<file path="src/rtl/shift_add_pkg.sv">
// Shared types and helpers for the bit-serial shift-add multiplier.
// SHIFT_ADD_SAT_EN (in the top) selects saturating vs wrapping output.
package shift_add_pkg;

    typedef enum logic [1:0] {IDLE, BUSY, DONE} sa_state_t;

    localparam int SA_WIDTH = 32;
    localparam int SA_CW    = 11;
    localparam int ACC_W    = SA_WIDTH + SA_CW;

    function automatic int acc_width(input int width, input int cw);
        return width + cw;
    endfunction

    // Index of the highest set bit; 0 for a zero value.
    function automatic int msb_index(input logic [63:0] v);
        int idx;
        idx = 0;
        for (int b = 0; b < 64; b++)
            if (v[b]) idx = b;
        return idx;
    endfunction

endpackage

</file>
<file path="src/rtl/shift_add_step.sv">
// One shift-add iteration: conditionally accumulate, shift multiplicand up, coefficient down.
module shift_add_step #(
    parameter int AW = 43,
    parameter int CW = 11
) (
    input  logic [AW-1:0] acc,
    input  logic [AW-1:0] mcand,
    input  logic [CW-1:0] coef,
    output logic [AW-1:0] acc_nxt,
    output logic [AW-1:0] mcand_nxt,
    output logic [CW-1:0] coef_nxt,
    output logic          last
);

    assign acc_nxt   = coef[0] ? acc + mcand : acc;
    assign mcand_nxt = mcand << 1;
    assign coef_nxt  = coef >> 1;
    // No set bits left above the one just consumed: the product is complete.
    assign last      = (coef_nxt == '0);

endmodule

</file>
<file path="src/rtl/shift_add_serial_mult.sv">
// Runtime-coefficient bit-serial multiplier with valid/ready on both sides.
// Define SHIFT_ADD_SAT_EN to saturate o_data0 on overflow instead of wrapping.
module shift_add_serial_mult
    import shift_add_pkg::*;
#(
    parameter int WIDTH = 32,
    parameter int CW    = 11
) (
    input  logic             i_clk,
    input  logic             i_rst_n,
    input  logic             i_valid,
    output logic             o_ready,
    input  logic [WIDTH-1:0] i_data0,
    input  logic [CW-1:0]    i_coef,
    output logic             o_valid,
    input  logic             i_ready,
    output logic [WIDTH-1:0] o_data0,
    output logic             o_ovf,
    output logic             o_busy
);

    localparam int AW = acc_width(WIDTH, CW);

    sa_state_t      state, state_nxt;
    logic [AW-1:0]  mcand, acc;
    logic [CW-1:0]  coef_r;
    logic [AW-1:0]  acc_nxt, mcand_nxt;
    logic [CW-1:0]  coef_nxt;
    logic           last;
    logic           accept;

    shift_add_step #(.AW(AW), .CW(CW)) u_step (
        .acc       (acc),
        .mcand     (mcand),
        .coef      (coef_r),
        .acc_nxt   (acc_nxt),
        .mcand_nxt (mcand_nxt),
        .coef_nxt  (coef_nxt),
        .last      (last)
    );

    assign o_ready = (state == IDLE) | ((state == DONE) & i_ready);
    assign accept  = i_valid & o_ready;
    assign o_valid = (state == DONE);
    assign o_busy  = (state != IDLE);

    always_comb begin
        state_nxt = state;
        case (state)
            IDLE:    if (accept) state_nxt = BUSY;
            BUSY:    if (last) state_nxt = DONE;
            DONE: begin
                if (accept)       state_nxt = BUSY;
                else if (i_ready) state_nxt = IDLE;
            end
            default: state_nxt = IDLE;
        endcase
    end

    always_ff @(posedge i_clk or negedge i_rst_n) begin
        if (!i_rst_n) begin
            state  <= IDLE;
            mcand  <= '0;
            coef_r <= '0;
            acc    <= '0;
        end else begin
            state <= state_nxt;
            if (accept) begin
                mcand  <= {{CW{1'b0}}, i_data0};
                coef_r <= i_coef;
                acc    <= '0;
            end else if (state == BUSY) begin
                mcand  <= mcand_nxt;
                coef_r <= coef_nxt;
                acc    <= acc_nxt;
            end
        end
    end

    // acc is frozen while DONE, so the outputs stay stable until consumed.
    assign o_ovf = |acc[AW-1:WIDTH];

`ifdef SHIFT_ADD_SAT_EN
    assign o_data0 = o_ovf ? {WIDTH{1'b1}} : acc[WIDTH-1:0];
`else
    assign o_data0 = acc[WIDTH-1:0];
`endif

endmodule
</file>
<file path="config.mk">
export PLATFORM = sky130hd
export DESIGN_NAME = shift_add_serial_mult
export DESIGN_NICKNAME = d
export VERILOG_FILES = /design/src/rtl/shift_add_pkg.sv /design/src/rtl/shift_add_step.sv /design/src/rtl/shift_add_serial_mult.sv
export SDC_FILE = /design/constraint.sdc
export NUM_CORES = 1
export LEC_CHECK = 0
export ABC_AREA = 1
export ABC_CLOCK_PERIOD_IN_PS = 2650
export BUFFER_PORTS_ARGS = -buffer_cell sky130_fd_sc_hd__buf_4
export CAP_MARGIN = 10
export CORE_MARGIN = 5
export CORE_UTILIZATION = 50
export CTS_CLUSTER_DIAMETER = 30
export DETAILED_ROUTE_END_ITERATION = 12
export PLACE_DENSITY = 0.7
export SKIP_CTS_REPAIR_TIMING = 1
export SLEW_MARGIN = 20
export SYNTH_ARGS = -nofsm -noshare
export SYNTH_HDL_FRONTEND = slang
export SYNTH_SLANG_ARGS = --single-unit
</file>
<file path="constraint.sdc">
create_clock -name i_clk -period 2.65 [get_ports i_clk]
set_input_delay 0.53 -clock i_clk [delete_from_list [all_inputs] [get_ports i_clk]]
set_output_delay 0.53 -clock i_clk [all_outputs]
set_load 0.1 [all_outputs]
</file>
[After elaboration in Yosys (flattened, before gate mapping)]
Cells that the tools add are included.
Storage, ports and cells
  bits in registers: 99
Cells by class
  add/sub/neg operators: 1
  equal/unequal tests: 5
  muxes and demuxes: 12
  bitwise logic cells: 3
  reduce and logical (&&, ||, !) cells: 8
Operators by type and width (count)
  $mux 43: 5
  $add 43x43->43: 1
  $mux 11: 2
  $logic_not 11->1: 1
  $reduce_or 11->1: 1
  $mux 2: 4
  $pmux 2 s3: 1
  $reduce_bool 2->1: 3
  $ne 2x2->1 const B: 2
  $ne 3x1->1 const B: 1
  $reduce_and 3->1: 1
  $and 1x1->1: 2
  $eq 2x1->1 const B: 1
  $eq 2x2->1 const B: 1
  $logic_not 2->1: 1
  $reduce_and 2->1: 1
  $or 1x1->1: 1

[Depth between registers and ports, before layout]
Gate-level depths: netlist (run 1).
  word-level depth: 6
  mapped depth: 15

[Modules after synthesis]
A second synthesis (run 1) with hierarchy kept.
Unflattened totals
  cells, all modules: 1639
  area, all modules: 9599.2 µm²
By module, submodules not included
  shift_add_serial_mult: times used 1, cells an instance 768, area an instance 5338.9 µm², sequential area each 2477.4 µm²
  shift_add_step: times used 1, cells an instance 871, area an instance 4260.3 µm², sequential area each 0.0 µm²

[Least setup slack after synthesis (run 1)]
No wires, ideal clock.
  kind: input to register
  start point: in i_ready
  end point: reg mcand[33]
  library setup time: 0.121 ns
  arrival time: 2.113 ns
  path slack: 0.416 ns
  stages on the path: 8
  path buffers: 1
  cell sequence: nor2_2 -> nor2_2 -> nand2_2 -> nand2_2 -> inv_2 -> buf_2 -> a22oi_1 -> inv_1
On the way
  word-level cells in the longest chain between the ends: 4
Ends and longest elaborated chain
  start: declaration: RTL line shift_add_serial_mult.sv:16  | input logic i_ready,
  $and 1x1->1 *: RTL line shift_add_serial_mult.sv:42  | assign o_ready = (state == IDLE) | ((state == DONE) & i_ready);
  $or 1x1->1 *: RTL line shift_add_serial_mult.sv:42
  net o_ready: RTL line shift_add_serial_mult.sv:12  | output logic o_ready,
  $and 1x1->1 *: RTL line shift_add_serial_mult.sv:43  | assign accept = i_valid & o_ready;
  $mux 43 or $reduce_bool 2->1 (tied branches)
  end signal: assignment: RTL line shift_add_serial_mult.sv:69  | mcand <= {{CW{1'b0}}, i_data0};
  end signal: assignment: RTL line shift_add_serial_mult.sv:73  | mcand <= mcand_nxt;
  end: declaration: RTL line shift_add_serial_mult.sv:25  | logic [AW-1:0] mcand, acc;
The timed path passes the listed nets; every way through them passes the cells marked *.
A chain may end at the register's enable or synchronous reset.

[Final worst setup path (run 1)]
  start point: reg acc[0]
  end point: reg acc[32]
On the way
  word-level cells in the longest chain between the ends: 4
Ends and longest elaborated chain
  start: declaration: RTL line shift_add_serial_mult.sv:25
  start signal: assignment: RTL line shift_add_serial_mult.sv:75  | acc <= acc_nxt;
  $add 43x43->43: RTL line shift_add_step.sv:15  | assign acc_nxt = coef[0] ? acc + mcand : acc;
  $mux 43: RTL line shift_add_step.sv:15
  $mux 43: RTL line shift_add_serial_mult.sv:72  | end else if (state == BUSY) begin
  $mux 43: RTL line shift_add_serial_mult.sv:68  | if (accept) begin
No other way between the ends. The select of a mux whose other input is x is not followed.

==> results of run 1 <==
power breakdown:
part	internal (W)	switching, W
clock network	0.000753	0.000652
registers	0.00215	0.000550
logic	0.00202	0.00511
flip-flops by register name, indices dropped and copies added (netlist names):
name and cells:
state 2, coef_r 11, mcand 43, acc 43
metal layers:
layer	vias to the layer above	part of all wire (%)	wire (µm)	track usage (%)
met4	0	2.5	529	7.83
li1	3710	-	-	-
met2	239	40	8490	34.1
met1	3254	49	10400	35.8
met5	-	0	0	0
met3	43	8.1	1700	4.95
critical path, cell delays in order, from the launching register on:
cell	delay, ns
dfrtp_1	0.38
ha_1	0.29
inv_1	0.09
fa_1	0.42
inv_1	0.11
nand2_1	0.08
nand2_1	0.08
nand3_1	0.09
nand2_2	0.15
nand2_1	0.08
nand2_2	0.09
nand3_1	0.09
nand2_1	0.07
nand2_1	0.05
nand3_1	0.06
nand2_1	0.05
per-stage QoR:
step / hold slack [ns] / util, % / cell area [µm²] / total power (W) / std cells
detailed placement: 0.479 / 54.5 / 8220 / 0.00975 / 1380
global route: 0.118 / 56.5 / 8530 / 0.0121 / 1396
global placement: 0.472 / 54.5 / 8220 / 0.00970 / 1380
finish: 0.0899 / 56.5 / 8530 / 0.0112 / 1396
CTS: 0.0956 / 56.5 / 8530 / 0.0112 / 1396
floorplan: 0.234 / - / 7630 / 0.00813 / 1157
path summary, 6_finish.rpt:
path	end	startpoint	slack, ns	depth (start not counted)
worst max-delay path	acc[32]$_DFFE_PN0P_	acc[0]$_DFFE_PN0P_	0.35	15
worst min-delay path	mcand[3]$_DFFE_PN0P_	i_rst_n	0.09	1
worst max register to register	acc[32]$_DFFE_PN0P_	acc[0]$_DFFE_PN0P_	0.35	15
worst min register to register	mcand[42]$_DFFE_PN0P_	mcand[42]$_DFFE_PN0P_	0.52	2
max in group asynchronous	acc[33]$_DFFE_PN0P_	i_rst_n	1.86	2
min in group i_clk	coef_r[10]$_DFFE_PN0P_	i_coef[10]	0.38	3
cell families (layout without fill, tap and decap cells):
logic type      after synthesis  count (layout)  synth area share, %
xor+xnor                      7               7                0.803
simple gates                587             587                 32.3
buf+inv                     268             319                 15.0
flops                        99              99                 32.5
fa+ha+maj                    43              43                 7.15
compound gates              153             153                 12.3
layout by cell type, fill, tap and decap left out, types with 12 or more instances in the layout:
cell type and count:
nand2_1 407, inv_1 208, dfrtp_1 99, buf_4 88
nor2_1 74, nand3_1 50, o21ai_0 45, ha_1 42
a21oi_1 40, o221ai_1 30, o21ai_1 16, nand2_2 12
area by class of cell:
type                       count  area [µm²]
fill                        1493        6560
multi-input combinational    790        4010
sequential                    99        2480
inverter                     213         800
timing repair buffer          90         701
tap                          188         235
clock buffer                   9         225
clock inverter                 7        85.1
==> run metrics, run 1 <==
outcome=completed; EDFF count, synth=0; Post-synth ARST share=100%; Syn-to-layout area delta=11.8%; register area share after synthesis=32.5%; ANT cells=0; library cells used by synthesis=34; max-cap viol count=0; # H-tree levels=3; IO Port Bufs=82; Peak Freq=0.435 GHz; Cell Area, Synth=0.00763 mm²; CTS root buf=clkbuf_16; cell count after synthesis=1157; Yosys warnings=0; post-synth top area cell=dfrtp_1; pin count of the biggest net entering global routing=73; worst slew pin tran=0.397 ns; CP required=2.89 ns; crit path time final=2.30 ns; io pins=83; Setup-failing EPs final=0; RSZ-0062 raised after global routing=false; Max Slew Vio Count=0; hpwl dp=16.9 mm; via count=between 7000 and 8000; first-pass GRT wire length=around 34 mm; vias in the first global route=roughly 6700; Total Wirelength=around 21 mm; CTS clk-pin slew, worst paths=0.07 ns; CTS buffer count=9; core area=~0.015 mm²; Pleak=4.92 nW; CTS max path bufs=2; Antenna Violating Nets Remaining=0; Die ar.=approximately 0.018 mm²; CTS tree=built; most numerous cell in the Yosys netlist=nand2_1; WS Path Type=reg2reg; gp weighted congestion=0.976; DR DRC count=0; Synth Register Bits=99; main area contributors after synthesis=dfrtp_1 32%, nand2_1 20%, inv_1 10%, ha_1 6.9%, nor2_1 3.6%; worst-path maximum fanout=4; Critical Path AT=2.54 ns; initial antenna violation count=0; Worst setup SP type=flop; Die Wd=134 µm; Tot GR Track Use=23.8%; via/cell ratio=5.19; Total Neg Setup Slack=0 ns; pre-CTS setup slack=0.449 ns; Fin Clk Skew=around 0.013 ns; Top FF cell, synth=dfrtp_1; maximum VDD drop=0.931 mV; Sink Count=just under 100; layout cell share with drive strength beyond 1=12.2%; power per cell area=1320 mW/mm²; Starting Density=50.6%; drt first-iter violations=around 470; total iterations of the first detailed-routing run=5; synth cell count leaders=407 x nand2_1, 208 x inv_1, 99 x dfrtp_1; syn_area_per_cell=6.60 µm²; Overflow after GRT=0; setup ws final=0.353 ns; row count=45; final hold vios=0; min-delay worst type=in2async; routed len/inst=15.1 µm; worst skew pair latency=0.36 ns; Chip Height=134 µm; Slew HR=roughly three quarters; Syn Nets=1247; Synth top area share=32.5%; CP Capture Type=flop; crit share post-route=86.7%; post-layout net count=1293
Note: power is estimated with default switching activity, not from simulation.
==> run 2, diff against run 1 <==
RECOVER_POWER = 50   (was not set)
==> run metrics, run 2 (synthesis gave the netlist of run 1 again) <==
outcome=complete, but fails checks; failing checks=max-capacitance violations, max-slew violations; post-layout net count=1293 (unchanged); setup ws final=0.360 ns (+0.00643 ns); via/cell ratio=5.17 (-0.43%); first-pass GRT wire length=34.0 mm (unchanged); CP Capture Type=flop; CTS buffer count=9 (unchanged); Total Wirelength=21.1 mm (about the same); vias in the first global route=6680 (unchanged); initial antenna violation count=0 (unchanged); drt first-iter violations=532 (+12%); ANT cells=0 (unchanged); Antenna Violating Nets Remaining=0 (unchanged); setup slack, reg-to-reg=0.36 ns (about the same); layout cell share with drive strength beyond 1=10.8% (-1.4 points); hpwl dp=16.9 mm (unchanged); Starting Density=50.6% (unchanged); crit share post-route=86.4% (-0.24 points); total iterations of the first detailed-routing run=5 (unchanged); IO Port Bufs=82 (unchanged); core area=0.0151 mm² (unchanged); pin count of the biggest net entering global routing=73 (unchanged); CP bufs+invs=2 (unchanged); hold path cells=3; Critical Path AT=2.53 ns (about the same); CP required=2.89 ns (about the same); final hold vios=0 (unchanged); CP dominant cell by count=nand2_1; delay-heaviest family, CP=simple AND/OR/NAND/NOR gates; gp weighted congestion=0.976 (unchanged); Chip Height=134 µm (unchanged); Total Neg Setup Slack=0 ns (unchanged); Overflow after GRT=0 (unchanged); Slew HR=-6.67% (-80 points); Die Wd=134 µm (unchanged); top flop regs=acc x43, mcand x43, coef_r x11; RSZ-0062 raised after global routing=false; Hold Crit Endpoint=coef_r[10]$_DFFE_PN0P_; CTS tree=built; routed len/inst=15.1 µm (about the same); pre-CTS setup slack=0.449 ns (unchanged); Tot GR Track Use=23.8% (unchanged); CTS max path bufs=2 (unchanged); via count=7215 (-0.43%); Max Slew Vio Count=28 (+28); Peak Freq=0.437 GHz (+0.28%); Worst setup SP type=flop; Syn-to-layout area delta=10.9%; critical path's slowest cell=fa_1; Die ar.=0.0178 mm² (unchanged); CTS clk-pin slew, worst paths=0.07 ns (about the same); io pins=83 (unchanged); commonest non-fill, non-tap cell in the layout=nand2_1; max incr delay on CP=0.42 ns (about the same); CTS root buf=clkbuf_16; r2r endpoint=acc[32]$_DFFE_PN0P_; Pleak=4.85 nW (-1.4%); maximum VDD drop=0.929 mV (-0.13%); min-delay worst type=in2reg; WS Path Type=reg2reg; hold path start=i_coef[10]; cells along the critical path=ha_1 -> inv_1 -> fa_1 -> inv_1 -> nand2_1 -> nand2_1 -> nand3_1 -> nand2_2 -> nand2_1 -> nand2_2 -> nand3_1 -> nand2_1 -> nand2_1 -> nand3_1 -> nand2_1; worst slew pin tran=1.60 ns (+1.20 ns); power per cell area=1320 mW/mm² (+0.24%); worst-path maximum fanout=4 (unchanged); Min Hold Slack=0.384 ns (+0.294 ns); row count=45 (unchanged); DR DRC count=0 (unchanged); # fillers=1508 (+1.0%); Fin Clk Skew=0.0104 ns (-0.00249 ns); Sink Count=99 (unchanged); # H-tree levels=3 (unchanged); Worst R2R Start=acc[0]$_DFFE_PN0P_; Setup-failing EPs final=0 (unchanged); crit path time final=2.29 ns (-0.00643 ns); max-cap viol count=1 (+1); worst skew pair latency=0.36 ns (about the same); worst reg2reg path depth=15 (unchanged); most frequent cells in the layout=407 x nand2_1, 208 x inv_1, 99 x dfrtp_1
## run 2: cell types whose count changed in the layout (fill, tap and decap cells not counted), sizes merged
cell and change:
buf -17, clkbuf +17
## run 2: layout make-up
| class | instances | area, µm² | area share (%) |
|---|---|---|---|
| multi-input combinational | 790 | 4010 | 47.3 |
| sequential | 99 | 2480 | 29.3 |
| inverter | 213 | 800 | 9.44 |
| timing repair buffer | 90 | 637 | 7.52 |
| tap | 188 | 235 | 2.78 |
| clock buffer | 9 | 225 | 2.66 |
| clock inverter | 7 | 85.1 | 1.00 |
## run 2: metal layers
metal | vias to the layer above | routed length (µm) | track usage [%]
li1 | 3712 | - | -
met1 | 3230 | 10500 | 35.8
met2 | 236 | 8520 | 34.1
met3 | 37 | 1600 | 4.95
met4 | 0 | 476 | 7.83
met5 | - | 0 | 0
## run 2: stage by stage
step	utilization [%]	std cells	power (W)	area, µm²
2_1_floorplan	-	1157	0.00813	7630
3_3_place_gp	54.5	1380	0.00970	8220
3_5_place_dp	54.5	1380	0.00975	8220
4_1_cts	56.5	1396	0.0112	8530
5_1_grt	56.1	1396	0.0120	8470
6_report	56.1	1396	0.0112	8470
## run 2: worst max path at each step
stage,from,end,slack (ns),cells after the start
after floorplan,state[1]$_DFFE_PN0P_,o_valid,0.42,2
final,acc[0]$_DFFE_PN0P_,acc[32]$_DFFE_PN0P_,0.36,15
after global routing,acc[0]$_DFFE_PN0P_,acc[32]$_DFFE_PN0P_,0.19,15
after detailed placement,acc[0]$_DFFE_PN0P_,acc[32]$_DFFE_PN0P_,0.45,15
after global placement,acc[0]$_DFFE_PN0P_,acc[40]$_DFFE_PN0P_,0.42,15
after CTS,acc[0]$_DFFE_PN0P_,acc[32]$_DFFE_PN0P_,0.39,15
## run 2: tightest hold or removal path, stage by stage
cell and delay (ns):
buf_4 0.08, nand2_1 0.04, o21ai_0 0.06
## run 2: report_power, final
part / total [W] / internal, W / switching (W)
clock network: 0.00141 / 0.000753 / 0.000652
registers: 0.00270 / 0.00215 / 0.000552
logic: 0.00707 / 0.00195 / 0.00511
==> run 3, diff against run 2 <==
ABC_AREA = not set   (was 1)
==> run metrics, run 3 <==
outcome=complete, but fails checks; failing checks=max-capacitance violations, max-slew violations; synth cell count leaders=148 x nand2_1, 99 x dfrtp_1, 63 x a21oi_1; Syn-to-layout area delta=20.3%; Peak Freq=0.382 GHz (-12%); Yosys warnings=0 (unchanged); WS Path Type=reg2reg; library cells used by synthesis=62 (+82%); min-delay worst type=in2reg; CP required=2.88 ns (about the same); initial antenna violation count=0 (unchanged); setup ws final=0.0343 ns (-0.325 ns); routed len/inst=17.4 µm (+15%); worst reg2reg path depth=12 (-3); Post-DP Area=0.00751 mm² (-8.7%); Chip Height=125 µm (-6.2%); # H-tree levels=3 (unchanged); hold path cells=3 (unchanged); Setup-failing EPs final=0 (unchanged); post-layout net count=961 (-26%); crit share post-route=98.7% (+12 points); Critical Path AT=2.85 ns (+0.32 ns); fin area=0.00800 mm² (-5.5%); CP Capture Type=flop; EDFF count, synth=0 (unchanged); Antenna Violating Nets Remaining=0 (unchanged); DR DRC count=0 (unchanged); Slew HR=-28.9% (-22 points); pin count of the biggest net entering global routing=48 (-34%); Top FF cell, synth=dfrtp_1; CTS root buf=clkbuf_16; commonest non-fill, non-tap cell in the layout=nand2_1; worst skew pair latency=0.36 ns (about the same); total iterations of the first detailed-routing run=5 (unchanged); cell count after synthesis=791 (-32%); fraction of synthesized area in multiplexers=0.752% (+0.75 points); Worst setup SP type=flop; CTS clk-pin slew, worst paths=0.07 ns (about the same); Max Slew Vio Count=33 (+18%); hpwl dp=13.5 mm (-20%); IO Port Bufs=82 (unchanged); top flop regs=acc x43, mcand x43, coef_r x11; io pins=83 (unchanged); syn_area_per_cell=8.41 µm² (+27%); Fin Clk Skew=0.0104 ns (-0.0000327 ns); Synth Register Bits=99 (unchanged); Syn Nets=881 (-29%); Synth Area in Compound Gates=23.2% (+11 points); Post-Synth Adder-Cell Area=8.20% (+1.1 points); post-synth top area cell=dfrtp_1; largest family of logic cells by synthesized area=compound AO/OA/AOI/OAI gates; xor-xnor portion of the synthesized cell area=3.42% (+2.6 points); core area=0.0131 mm² (-13%); Synth top area share=37.2% (+4.8 points); most numerous cell in the Yosys netlist=nand2_1; pre-CTS setup slack=-0.0211 ns (-0.471 ns); Cell Area, Synth=0.00665 mm² (-13%); vias in the first global route=6066 (-9.2%); max-cap viol count=1 (unchanged); RSZ-0062 raised after global routing=true; post-synthesis simple-gate area fraction=20.4% (-12 points); gp weighted congestion=0.959 (-1.7%); ANT cells=0 (unchanged); via/cell ratio=5.85 (+13%); Overflow after GRT=0 (unchanged); worst slew pin tran=1.93 ns (+0.333 ns); Die Wd=125 µm (-6.2%); crit path time final=2.62 ns (+0.325 ns); Tot GR Track Use=23.2% (-0.70 points); CTS buffer count=9 (unchanged); Starting Density=50.6% (about the same); first-pass GRT wire length=30.0 mm (-12%); Sink Count=99 (unchanged); register area share after synthesis=37.2% (+4.8 points); drt first-iter violations=403 (-24%); most frequent cells in the layout=146 x nand2_1, 126 x buf_4, 99 x dfrtp_1; row count=42 (-6.7%); Die ar.=0.0157 mm² (-12%); via count=6145 (-15%); CTS max path bufs=2 (unchanged); CTS tree=built; main area contributors after synthesis=dfrtp_1 37%, nand2_1 8.4%, ha_1 7.9%, a21oi_1 4.7%, nand3_1 4.0%; Total Wirelength=18.3 mm (-13%); worst-path maximum fanout=5 (+1); final hold vios=0 (unchanged); layout cell share with drive strength beyond 1=21.7% (+11 points); Post-synth ARST share=100% (unchanged)
[run 3: stage by stage]
stage | instances | util, % | hold WS (ns) | TNS (ns)
final | 1050 | 60.9 | 0.364 | 0
after global routing | 1050 | 60.9 | 0.370 | -0.161
after CTS | 1041 | 59.3 | 0.133 | -0.0947
after detailed placement | 1027 | 57.1 | 0.493 | -0.0329
after global placement | 1027 | 57.1 | 0.495 | 0
after floorplan | 791 | - | 0.234 | 0
[run 3: worst max-delay path, stage by stage, from the launching register on]
cell and delay [ns]:
dfrtp_1 0.39, ha_1 0.31, buf_4 0.16, a21oi_2 0.15, o21a_1 0.18, o22a_1 0.17
o21ai_2 0.06, buf_6 0.13, buf_4 0.15, a311o_1 0.37, a21oi_2 0.16, xor2_1 0.17
o21ai_0 0.09
[run 3: final timing paths]
path                                      startpoint                      to  slack, ns
min in group asynchronous                    i_rst_n     acc[21]$_DFFE_PN0P_       0.71
max in group asynchronous                    i_rst_n    state[0]$_DFFE_PN0P_       0.46
worst min register to register  mcand[6]$_DFFE_PN0P_    mcand[6]$_DFFE_PN0P_       0.51
worst max-delay path            mcand[7]$_DFFE_PN0P_     acc[18]$_DFFE_PN0P_       0.03
worst max register to register  mcand[7]$_DFFE_PN0P_     acc[18]$_DFFE_PN0P_       0.03
worst min-delay path                      i_coef[10]  coef_r[10]$_DFFE_PN0P_       0.36
[run 3: metal layers]
metal	track usage, %	routed length [µm]	share of wire (%)	vias to the layer above
met4	5.74	301	1.6	0
met3	5.16	1070	5.8	22
met5	0	0	0	-
li1	-	-	-	2974
met1	30.2	8090	44	2977
met2	39.3	8810	48	172
[run 3: kinds of logic after synthesis]
group / count (synthesis)
flops: 99
compound gates: 232
buf+inv: 86
mux: 5
fa+ha+maj: 43
simple gates: 300
xor+xnor: 26
[run 3: cell type report]
cell class	instances	area, µm²
clock buffers	10	229
clock inverters	4	53.8
fillers	1193	5140
inverters	13	48.8
multi-input cells	606	3940
flip-flops and latches	99	2480
well taps	176	220
repair buffers	142	1030
Power of run 3 is not shown: default switching activity piles up to over one toggle a cycle in this logic, so the estimate is an artifact.
